==> config.mk <==
export PLATFORM = sky130hd
export DESIGN_NAME = ov7670_sccb_config
export DESIGN_NICKNAME = d
export VERILOG_FILES = /design/src/rtl/ov7670_sccb_config.sv
export SDC_FILE = /design/constraint.sdc
export NUM_CORES = 1
export LEC_CHECK = 0
export CAP_MARGIN = 5
export CORE_ASPECT_RATIO = 1.1
export CORE_UTILIZATION = 60
export CTS_CLUSTER_DIAMETER = 120
export DETAILED_ROUTE_END_ITERATION = 10
export DONT_BUFFER_PORTS = 1
export GPL_TIMING_DRIVEN = 0
export PLACE_DENSITY = 0.85
export SLEW_MARGIN = 20
export SYNTH_ARGS = -nofsm -noshare
export SYNTH_HDL_FRONTEND = slang
export SYNTH_SLANG_ARGS = --single-unit
==> constraint.sdc <==
create_clock -name clk -period 5.7 [get_ports clk]
set_input_delay 0.57 -clock clk [delete_from_list [all_inputs] [get_ports clk]]
set_output_delay 0.57 -clock clk [all_outputs]
set_load 0.005 [all_outputs]
==> src/rtl/ov7670_sccb_config.sv <==
// ov7670_sccb_config
// Walks an internal register table and writes each entry to an OV7670 over
// SCCB (3-phase write: ID byte, register address, register data).
//
// Ports:
//   clk        system clock, all logic on the rising edge
//   reset      synchronous active-high reset; restarts with the power-up wait
//   start      one-cycle pulse; aborts any activity and replays from entry 0
//   SCL, SDA   SCCB clock/data, push-pull, both high when the bus is idle
//   busy       high while a table entry is being processed or waited on
//   done       high once the terminator entry has been reached
//   entry_idx  index of the table entry currently being processed
//
// Table encoding: {reg_addr, reg_data}. 16'hFFF0 is a 10 ms pause with the
// bus idle. 16'hFFFF ends the table.
//
// Bit timing: every bit is four quarter periods of DIV clocks.
//   Q0 SCL low, SDA takes the new bit
//   Q1 SCL high
//   Q2 SCL high
//   Q3 SCL low
// START is two quarters: SDA low with SCL high, then SCL low.
// STOP is two quarters: SDA low with SCL low, then SCL high. SDA rises on
// entry to GAP.
// The 9th (ACK) bit of each byte is driven high and never sampled.
// DIV must be at least 2.
module ov7670_sccb_config #(
  parameter int unsigned CLK_FREQ = 100_000_000,
  parameter int unsigned SCL_FREQ = 100_000,
  parameter int unsigned PWR_WAIT = 1_000_000,
  parameter logic [7:0]  DEV_ADDR = 8'h42
) (
  input  logic       clk,
  input  logic       reset,
  input  logic       start,
  output logic       SCL,
  output logic       SDA,
  output logic       busy,
  output logic       done,
  output logic [7:0] entry_idx
);

  localparam int unsigned DIV       = CLK_FREQ / (4 * SCL_FREQ);
  localparam int unsigned DELAY_CYC = CLK_FREQ / 100;
  localparam logic [31:0] DIV_LAST   = 32'(DIV - 1);
  localparam logic [31:0] PWR_LAST   = (PWR_WAIT == 0)  ? 32'd0 : 32'(PWR_WAIT - 1);
  localparam logic [31:0] DELAY_LAST = (DELAY_CYC == 0) ? 32'd0 : 32'(DELAY_CYC - 1);

  typedef enum logic [3:0] {
    ST_IDLE, ST_PWR_WAIT, ST_FETCH, ST_START, ST_BYTE,
    ST_STOP, ST_GAP, ST_DELAY, ST_DONE
  } state_t;

  state_t      state;
  logic [31:0] div_cnt;      // clocks within the current quarter period
  logic [31:0] cnt;          // power-up wait and 10 ms pause counter
  logic [1:0]  quarter;
  logic [3:0]  bit_idx;      // 0..7 data bits MSB first, 8 = ACK slot
  logic [1:0]  byte_idx;     // 0 = ID, 1 = reg_addr, 2 = reg_data
  logic [23:0] tx_word;
  logic [15:0] rom_q;
  logic        fetch_ready;  // rom_q reflects entry_idx
  logic        qtick;

  assign qtick = (div_cnt == DIV_LAST);

  function automatic logic [15:0] rom_lookup(input logic [7:0] a);
    case (a)
      8'd0:    rom_lookup = 16'h1280;  // COM7 soft reset
      8'd1:    rom_lookup = 16'hFFF0;  // let the sensor settle after reset
      8'd2:    rom_lookup = 16'h1214;  // COM7: QVGA, RGB output
      8'd3:    rom_lookup = 16'h8C02;  // RGB444 enable, xR GB word order
      8'd4:    rom_lookup = 16'h0400;  // COM1
      8'd5:    rom_lookup = 16'h40D0;  // COM15: full output range
      8'd6:    rom_lookup = 16'h3A04;  // TSLB
      8'd7:    rom_lookup = 16'h1716;  // HSTART
      8'd8:    rom_lookup = 16'h1804;  // HSTOP
      8'd9:    rom_lookup = 16'h3224;  // HREF
      8'd10:   rom_lookup = 16'h1902;  // VSTART
      8'd11:   rom_lookup = 16'h1A7A;  // VSTOP
      8'd12:   rom_lookup = 16'h030A;  // VREF
      default: rom_lookup = 16'hFFFF;
    endcase
  endfunction

  // Select the bus level for one bit slot. The ACK slot is driven high.
  function automatic logic tx_bit(input logic [23:0] w, input logic [1:0] b,
                                  input logic [3:0] i);
    logic [7:0] byte_sel;
    case (b)
      2'd0:    byte_sel = w[23:16];
      2'd1:    byte_sel = w[15:8];
      default: byte_sel = w[7:0];
    endcase
    if (i >= 4'd8) tx_bit = 1'b1;
    else           tx_bit = byte_sel[3'(4'd7 - i)];
  endfunction

  always_ff @(posedge clk) begin
    rom_q <= rom_lookup(entry_idx);
  end

  always_ff @(posedge clk) begin
    if (reset) begin
      state       <= ST_PWR_WAIT;
      SCL         <= 1'b1;
      SDA         <= 1'b1;
      busy        <= 1'b1;
      done        <= 1'b0;
      entry_idx   <= 8'd0;
      div_cnt     <= 32'd0;
      cnt         <= 32'd0;
      quarter     <= 2'd0;
      bit_idx     <= 4'd0;
      byte_idx    <= 2'd0;
      tx_word     <= 24'd0;
      fetch_ready <= 1'b0;
    end else if (start) begin
      // Abort without a STOP: release the bus and replay from entry 0.
      state       <= ST_FETCH;
      SCL         <= 1'b1;
      SDA         <= 1'b1;
      busy        <= 1'b1;
      done        <= 1'b0;
      entry_idx   <= 8'd0;
      div_cnt     <= 32'd0;
      cnt         <= 32'd0;
      quarter     <= 2'd0;
      bit_idx     <= 4'd0;
      byte_idx    <= 2'd0;
      fetch_ready <= 1'b0;
    end else begin
      div_cnt <= qtick ? 32'd0 : div_cnt + 32'd1;
      case (state)
        ST_IDLE: begin
          busy <= 1'b0;
        end
        ST_PWR_WAIT: begin
          if (cnt >= PWR_LAST) begin
            state       <= ST_FETCH;
            cnt         <= 32'd0;
            fetch_ready <= 1'b0;
          end else begin
            cnt <= cnt + 32'd1;
          end
        end
        ST_FETCH: begin
          if (!fetch_ready) begin
            fetch_ready <= 1'b1;
          end else begin
            fetch_ready <= 1'b0;
            if (rom_q == 16'hFFFF) begin
              state <= ST_DONE;
              busy  <= 1'b0;
              done  <= 1'b1;
            end else if (rom_q == 16'hFFF0) begin
              state <= ST_DELAY;
              cnt   <= 32'd0;
            end else begin
              // SDA falls while SCL is still high: START condition.
              state    <= ST_START;
              tx_word  <= {DEV_ADDR, rom_q};
              SDA      <= 1'b0;
              quarter  <= 2'd0;
              div_cnt  <= 32'd0;
              bit_idx  <= 4'd0;
              byte_idx <= 2'd0;
            end
          end
        end
        ST_START: begin
          if (qtick) begin
            if (quarter == 2'd0) begin
              quarter <= 2'd1;
              SCL     <= 1'b0;
            end else begin
              state   <= ST_BYTE;
              quarter <= 2'd0;
              SDA     <= tx_bit(tx_word, 2'd0, 4'd0);
            end
          end
        end
        ST_BYTE: begin
          if (qtick) begin
            quarter <= quarter + 2'd1;
            case (quarter)
              2'd0: SCL <= 1'b1;
              2'd1: SCL <= 1'b1;
              2'd2: SCL <= 1'b0;
              default: begin
                // End of bit: SCL is already low, so SDA may change here.
                if (bit_idx != 4'd8) begin
                  bit_idx <= bit_idx + 4'd1;
                  SDA     <= tx_bit(tx_word, byte_idx, bit_idx + 4'd1);
                end else if (byte_idx != 2'd2) begin
                  byte_idx <= byte_idx + 2'd1;
                  bit_idx  <= 4'd0;
                  SDA      <= tx_bit(tx_word, byte_idx + 2'd1, 4'd0);
                end else begin
                  state <= ST_STOP;
                  SDA   <= 1'b0;
                end
              end
            endcase
          end
        end
        ST_STOP: begin
          if (qtick) begin
            if (quarter == 2'd0) begin
              quarter <= 2'd1;
              SCL     <= 1'b1;
            end else begin
              // SDA rises while SCL is high: STOP condition.
              state   <= ST_GAP;
              quarter <= 2'd0;
              SDA     <= 1'b1;
            end
          end
        end
        ST_GAP: begin
          if (qtick) begin
            quarter <= quarter + 2'd1;
            if (quarter == 2'd3) begin
              if (entry_idx == 8'hFF) begin
                // A full table without a terminator still finishes.
                state <= ST_DONE;
                busy  <= 1'b0;
                done  <= 1'b1;
              end else begin
                entry_idx   <= entry_idx + 8'd1;
                state       <= ST_FETCH;
                fetch_ready <= 1'b0;
              end
            end
          end
        end
        ST_DELAY: begin
          if (cnt >= DELAY_LAST) begin
            state   <= ST_GAP;
            cnt     <= 32'd0;
            quarter <= 2'd0;
            div_cnt <= 32'd0;
          end else begin
            cnt <= cnt + 32'd1;
          end
        end
        ST_DONE: begin
          SCL <= 1'b1;
          SDA <= 1'b1;
        end
        default: state <= ST_IDLE;
      endcase
    end
  end

endmodule

### Word-level counts from Yosys, hierarchy flattened

Memories as Yosys holds them, arrays and structs flattened. A register that Yosys moved wholly into a read port is not among the register bits.
Cells that the tools add are included.
W data, S select, Z words.

| word-level totals | value |
|---|---|
| output and inout bits | 12 |
| input bits | 3 |
| memories | 1 |
| register bits after elaboration | 106 |
| bits in read-only memories | 256 |

Memory list:

| memory | depth | width | read ports | clocked after Yosys merged registers in | write ports | line | RTL |
|---|---|---|---|---|---|---|---|
| (no name shown) | 16 | 16 | 1 | 1 | 0 | 68 | `case (a)` |

| operators by class | value |
|---|---|
| bitwise gates (word level) | 5 |
| reduce and logical (&&, ||, !) cells | 34 |
| $lt $le $gt $ge | 3 |
| add/subtract/negate cells | 7 |
| equal/unequal tests | 59 |
| mux-type cells | 98 |

Operators with widths:

| operator | count |
|---|---|
| $mux W32 | 9 |
| $pmux W32 S2 | 2 |
| $mux W4 | 22 |
| $add A32 B1 Y32 const B | 2 |
| $mux W8 | 6 |
| $ne A2 B2 Y1 const B | 23 |
| $ne A3 B3 Y1 const B | 15 |
| $mux W1 | 34 |
| $eq A16 B16 Y1 const B | 2 |
| $eq A32 B8 Y1 const B | 1 |
| $ge A32 B20 Y1 const B | 1 |
| $pmux W4 S8 | 1 |
| $pmux W8 S2 | 2 |
| $reduce_and A14 Y1 | 2 |
| $mux W2 | 11 |
| $reduce_and A7 Y1 | 3 |
| $eq A4 B3 Y1 const B | 4 |
| $reduce_and A6 Y1 | 2 |
| $reduce_or A2 Y1 | 6 |
| $reduce_and A10 Y1 | 1 |
| $reduce_and A5 Y1 | 2 |
| $add A8 B1 Y8 const B | 1 |
| $eq A4 B2 Y1 const B | 2 |
| $eq A8 B8 Y1 const B | 1 |
| other kinds (31) | 51 |

### Depth between registers and ports, before layout

| logic depth | value |
|---|---|
| depth in word-level cells | 15 |
| mapped depth | 10 |
| mapped depth without buffers | 8 |

### Worst setup path before layout

OpenSTA, ideal clock, no wires.

| path | value |
|---|---|
| path type | reg-to-reg |
| from | register div_cnt[28] |
| to | register state[0] |
| data arrival time | 2367 ps |
| stages on the path, launching flop included | 8 |
| path slack | 3211 ps |
| setup time | 122 ps |
| cells stage by stage | dfxtp_1 > or4_1 > or4_1 > buf_2 > nor4_4 > o22a_1 > a21oi_1 > a311o_1 |

| between the ends | value |
|---|---|
| cells in the longest elaborated chain, start to end | 3 |
| elaborated cells between the ends (all ways) | 6 |
| those cells by class | 5 x eq/ne; 1 x reduce/logical |

Ends and longest elaborated chain:

| item | line | RTL |
|---|---|---|
| start: declaration | 55 | `logic [31:0] div_cnt;` |
| start signal: assignment | 133 | `div_cnt <= qtick ? 32'd0 : div_cnt + 32'd1;` |
| $eq A32 B8 Y1 (*) | 65 | `assign qtick = (div_cnt == DIV_LAST);` |
| $ne A3 B3 Y1 (no source line) | - |  |
| $reduce_and A14 Y1 (no source line) (*) | - |  |
| end signal: assignment | 105 | `state <= ST_PWR_WAIT;` |
| end signal: assignment | 120 | `state <= ST_FETCH;` |
| end signal: assignment | 140 | `state <= ST_FETCH;` |
| end: declaration | 54 | `state_t state;` |

Every way passes the cells marked *; elsewhere a longest branch is shown, timed or not.
A chain may end at the register's enable or synchronous reset.

### Final worst setup path

| path | value |
|---|---|
| from | register div_cnt[28] |
| to | register done |

| between the ends | value |
|---|---|
| cells in the longest elaborated chain, start to end | 3 |

Ends and longest elaborated chain:

| item | line | RTL |
|---|---|---|
| $eq A32 B8 Y1 | 65 |  |
| $ne A2 B2 Y1 (no source line) | - |  |
| $reduce_and A6 Y1 (no source line) | - |  |
| end signal: assignment | 109 | `done <= 1'b0;` |
| end signal: assignment | 124 | `done <= 1'b0;` |
| end signal: assignment | 155 | `done <= 1'b1;` |
| end: declaration | 39 | `output logic done,` |

No other way between the ends.

==> impl_metrics.json <==
{
  "status": "completed",
  "min_period_over_period": 0.529,
  "firstDrtPassIters": 7,
  "area_delta_synth_final_pct": 12.1,
  "clk_path_buf_depth": 2,
  "path_buf_inv": 1,
  "synthesis.instances": 759,
  "worstPathArrival_ns": 3.49,
  "ios": 15,
  "syn_area_um2": 6280,
  "core_um2": 10000,
  "mostFrequentLayoutCell": "dfxtp_1",
  "row_count": 38,
  "antenna_found_initial": 0,
  "hold_ws_ns": 0.270,
  "leakage_nw": 2.36,
  "dieHeight_um": 109,
  "vias": 5703,
  "grt_pass1_vias": 5566,
  "synthDistinctLibCells": 62,
  "yosysTopAreaCellShare": 0.389,
  "regArea_um2": 2440,
  "viasPerCell": 6.13,
  "synth-edff-count": 0,
  "yosysSeqAreaShare": 0.389,
  "antenna_cells": 0,
  "cts-root-buf": "clkbuf_8",
  "irDropWorstVdd_mv": 0.266,
  "synth-seq-cells": 122,
  "crit_path_start_kind": "flip-flop",
  "relSlewSlack": 0.408,
  "track_usage": 0.294,
  "setup.worst_path.start": "div_cnt[28]$_SDFF_PP0_",
  "critPathKind": "reg -> reg",
  "nNetsFinal": 800,
  "insertion_delay_ns": 0.53,
  "hp-class": "in -> reg",
  "cp_top_family": "simple AND/OR/NAND/NOR gates",
  "dieArea_um2": 10900,
  "rsz0062_at_grt": "no",
  "multiInputGateArea_um2": 3600,
  "ctsHoldBuffers": 0,
  "reg2reg_from": "div_cnt[28]$_SDFF_PP0_",
  "yosysWarnings": 0,
  "tightest_slew_ns": 0.881,
  "cts_resized": 0,
  "skew_ns": 0.00728,
  "cpMostUsedCell": "or4_1",
  "port_buffers": 0,
  "synthTopCellsByArea": "dfxtp_1 (39%), nor2_1 (6.9%), xnor2_1 (5.2%)",
  "end_kind": "flip-flop",
  "cap_violations": 0,
  "syn_area_per_cell_um2": 8.27,
  "synth_top_cell_by_area": "dfxtp_1",
  "ys_async_sr_fraction": 0,
  "grt_start_max_net_pins": 17,
  "drt_iter0_drc": 358,
  "min_period_ns": 3.02,
  "drt_drc_violations_left": 0,
  "cp.required_ns": 6.17,
  "clock.fmax_ghz": 0.332,
  "final_cell_mix": "dfxtp_1 (122), nor2_1 (116), nand2_1 (62)",
  "power_mw": 2.03,
  "start_util": 0.626,
  "timing_max_transition_violations_final": 0,
  "cts_tree": "done",
  "setup-tns-final_ns": 0,
  "overflow": 0,
  "crit_chain": "or4_1 -> or4_1 -> buf_2 -> nor4_4 -> mux2i_1 -> nor3_1 -> o21a_1",
  "setup_viol_count_final": 0,
  "grt_pass1_wl_um": 25200,
  "htreeDepth": 4,
  "cts_buffers": 17,
  "cts.sinks": 122,
  "cpPeakStageDelay_ns": 0.57,
  "min_from": "start",
  "postCtsSetupRepairBufs": 0,
  "postRouteAntennaNets": 0,
  "die_w_um": 99.5,
  "gp_congestion": 0.985,
  "hold_viol": 0,
  "routed_wl_um": 15200,
  "clk_pin_slew_ns": 0.06,
  "powerDensity_nw_per_um2": 289,
  "wl_per_cell_um": 16.3,
  "fill_cells": 801,
  "cp_slowest_cell": "or4_1",
  "dpl.hpwl_um": 10800,
  "synthFlopType": "dfxtp_1",
  "crit_fanout": 10,
  "synth_nets": 781,
  "drive_above_1_share": 0.0531
}
path summary, 6_finish.rpt:
path              slack (ns)  cells past startpoint                    end
setup / recovery        2.68                      7      done$_SDFFE_PP0P_
setup reg to reg        2.68                      7      done$_SDFFE_PP0P_
hold / removal          0.27                      2  state[1]$_SDFFE_PP0P_
hold reg to reg         0.48                      1  div_cnt[0]$_SDFF_PP0_
metal layers:
layer | share of wire | global-route usage
met1 | 0.41 | 0.322
met2 | 0.51 | 0.518
met3 | 0.054 | 0.0756
met4 | 0.029 | 0.172
met5 | 0 | 0
stage by stage:
step	instance area [µm²]	setup slack [ns]	cells	util
2_1_floorplan	6280	3.21	759	-
3_3_place_gp	6450	2.89	899	0.643
3_5_place_dp	6460	2.79	899	0.644
4_1_cts	7040	2.78	931	0.701
5_1_grt	7040	2.52	931	0.701
6_report	7040	2.68	931	0.701
registers in the layout, summed over array words and instances (netlist names), 2 cells and up:
| signal | flops |
|---|---|
| entry_idx | 8 |
| state | 4 |
| quarter | 2 |
| bit_idx | 4 |
| byte_idx | 2 |
| div_cnt | 32 |
| rom_q | 16 |
| tx_word | 17 |
| cnt | 32 |
worst register-to-register path, delay by kind of cell (launching register included):
family	cells	cell delay [ns]
AO/OA/AOI/OAI	1	0.16
buffers and inverters	1	0.20
flip-flops	1	0.33
multiplexers	1	0.22
AND/OR/NAND/NOR	4	2.06
layout make-up:
| type | count | area share |
|---|---|---|
| flip-flops and latches | 122 | 0.347 |
| plain buffers | 34 | 0.0188 |
| well taps | 140 | 0.0249 |
| multi-input cells | 574 | 0.512 |
| clock inverters | 8 | 0.0167 |
| inverters | 29 | 0.0155 |
| clock buffers | 24 | 0.0654 |
cells in the mapped netlist, drive strengths merged, types with 7 or more instances:
cell,instances
o21ai,23
clkbuf,30
and4,7
a211oi,8
nand3,24
nor3b,8
ha,19
nor4,23
nor4b,7
xnor2,37
a21oi,32
nand4,26
dfxtp,122
nor2,116
or3,7
inv,29
xor2,19
nor3,27
or4,7
nand2,63
and3,9
mux2i,25
o211ai,10
nand2b,8
power breakdown:
group          internal (mW)  switching, mW
clock network          0.686          0.363
logic                 0.0369         0.0808
registers              0.859        0.00691
cell families (layout without fill, tap and decap cells):
group,count (synthesis),after routing,share of synthesized area
AND/OR/NAND/NOR,350,350,0.286
AO/OA/AOI/OAI,124,124,0.131
flip-flops,122,122,0.389
buffers and inverters,63,95,0.0385
XOR/XNOR,56,56,0.0781
multiplexers,25,25,0.0399
adder cells (fa/ha/maj),19,19,0.0379
(Power assumes the default switching activity.)
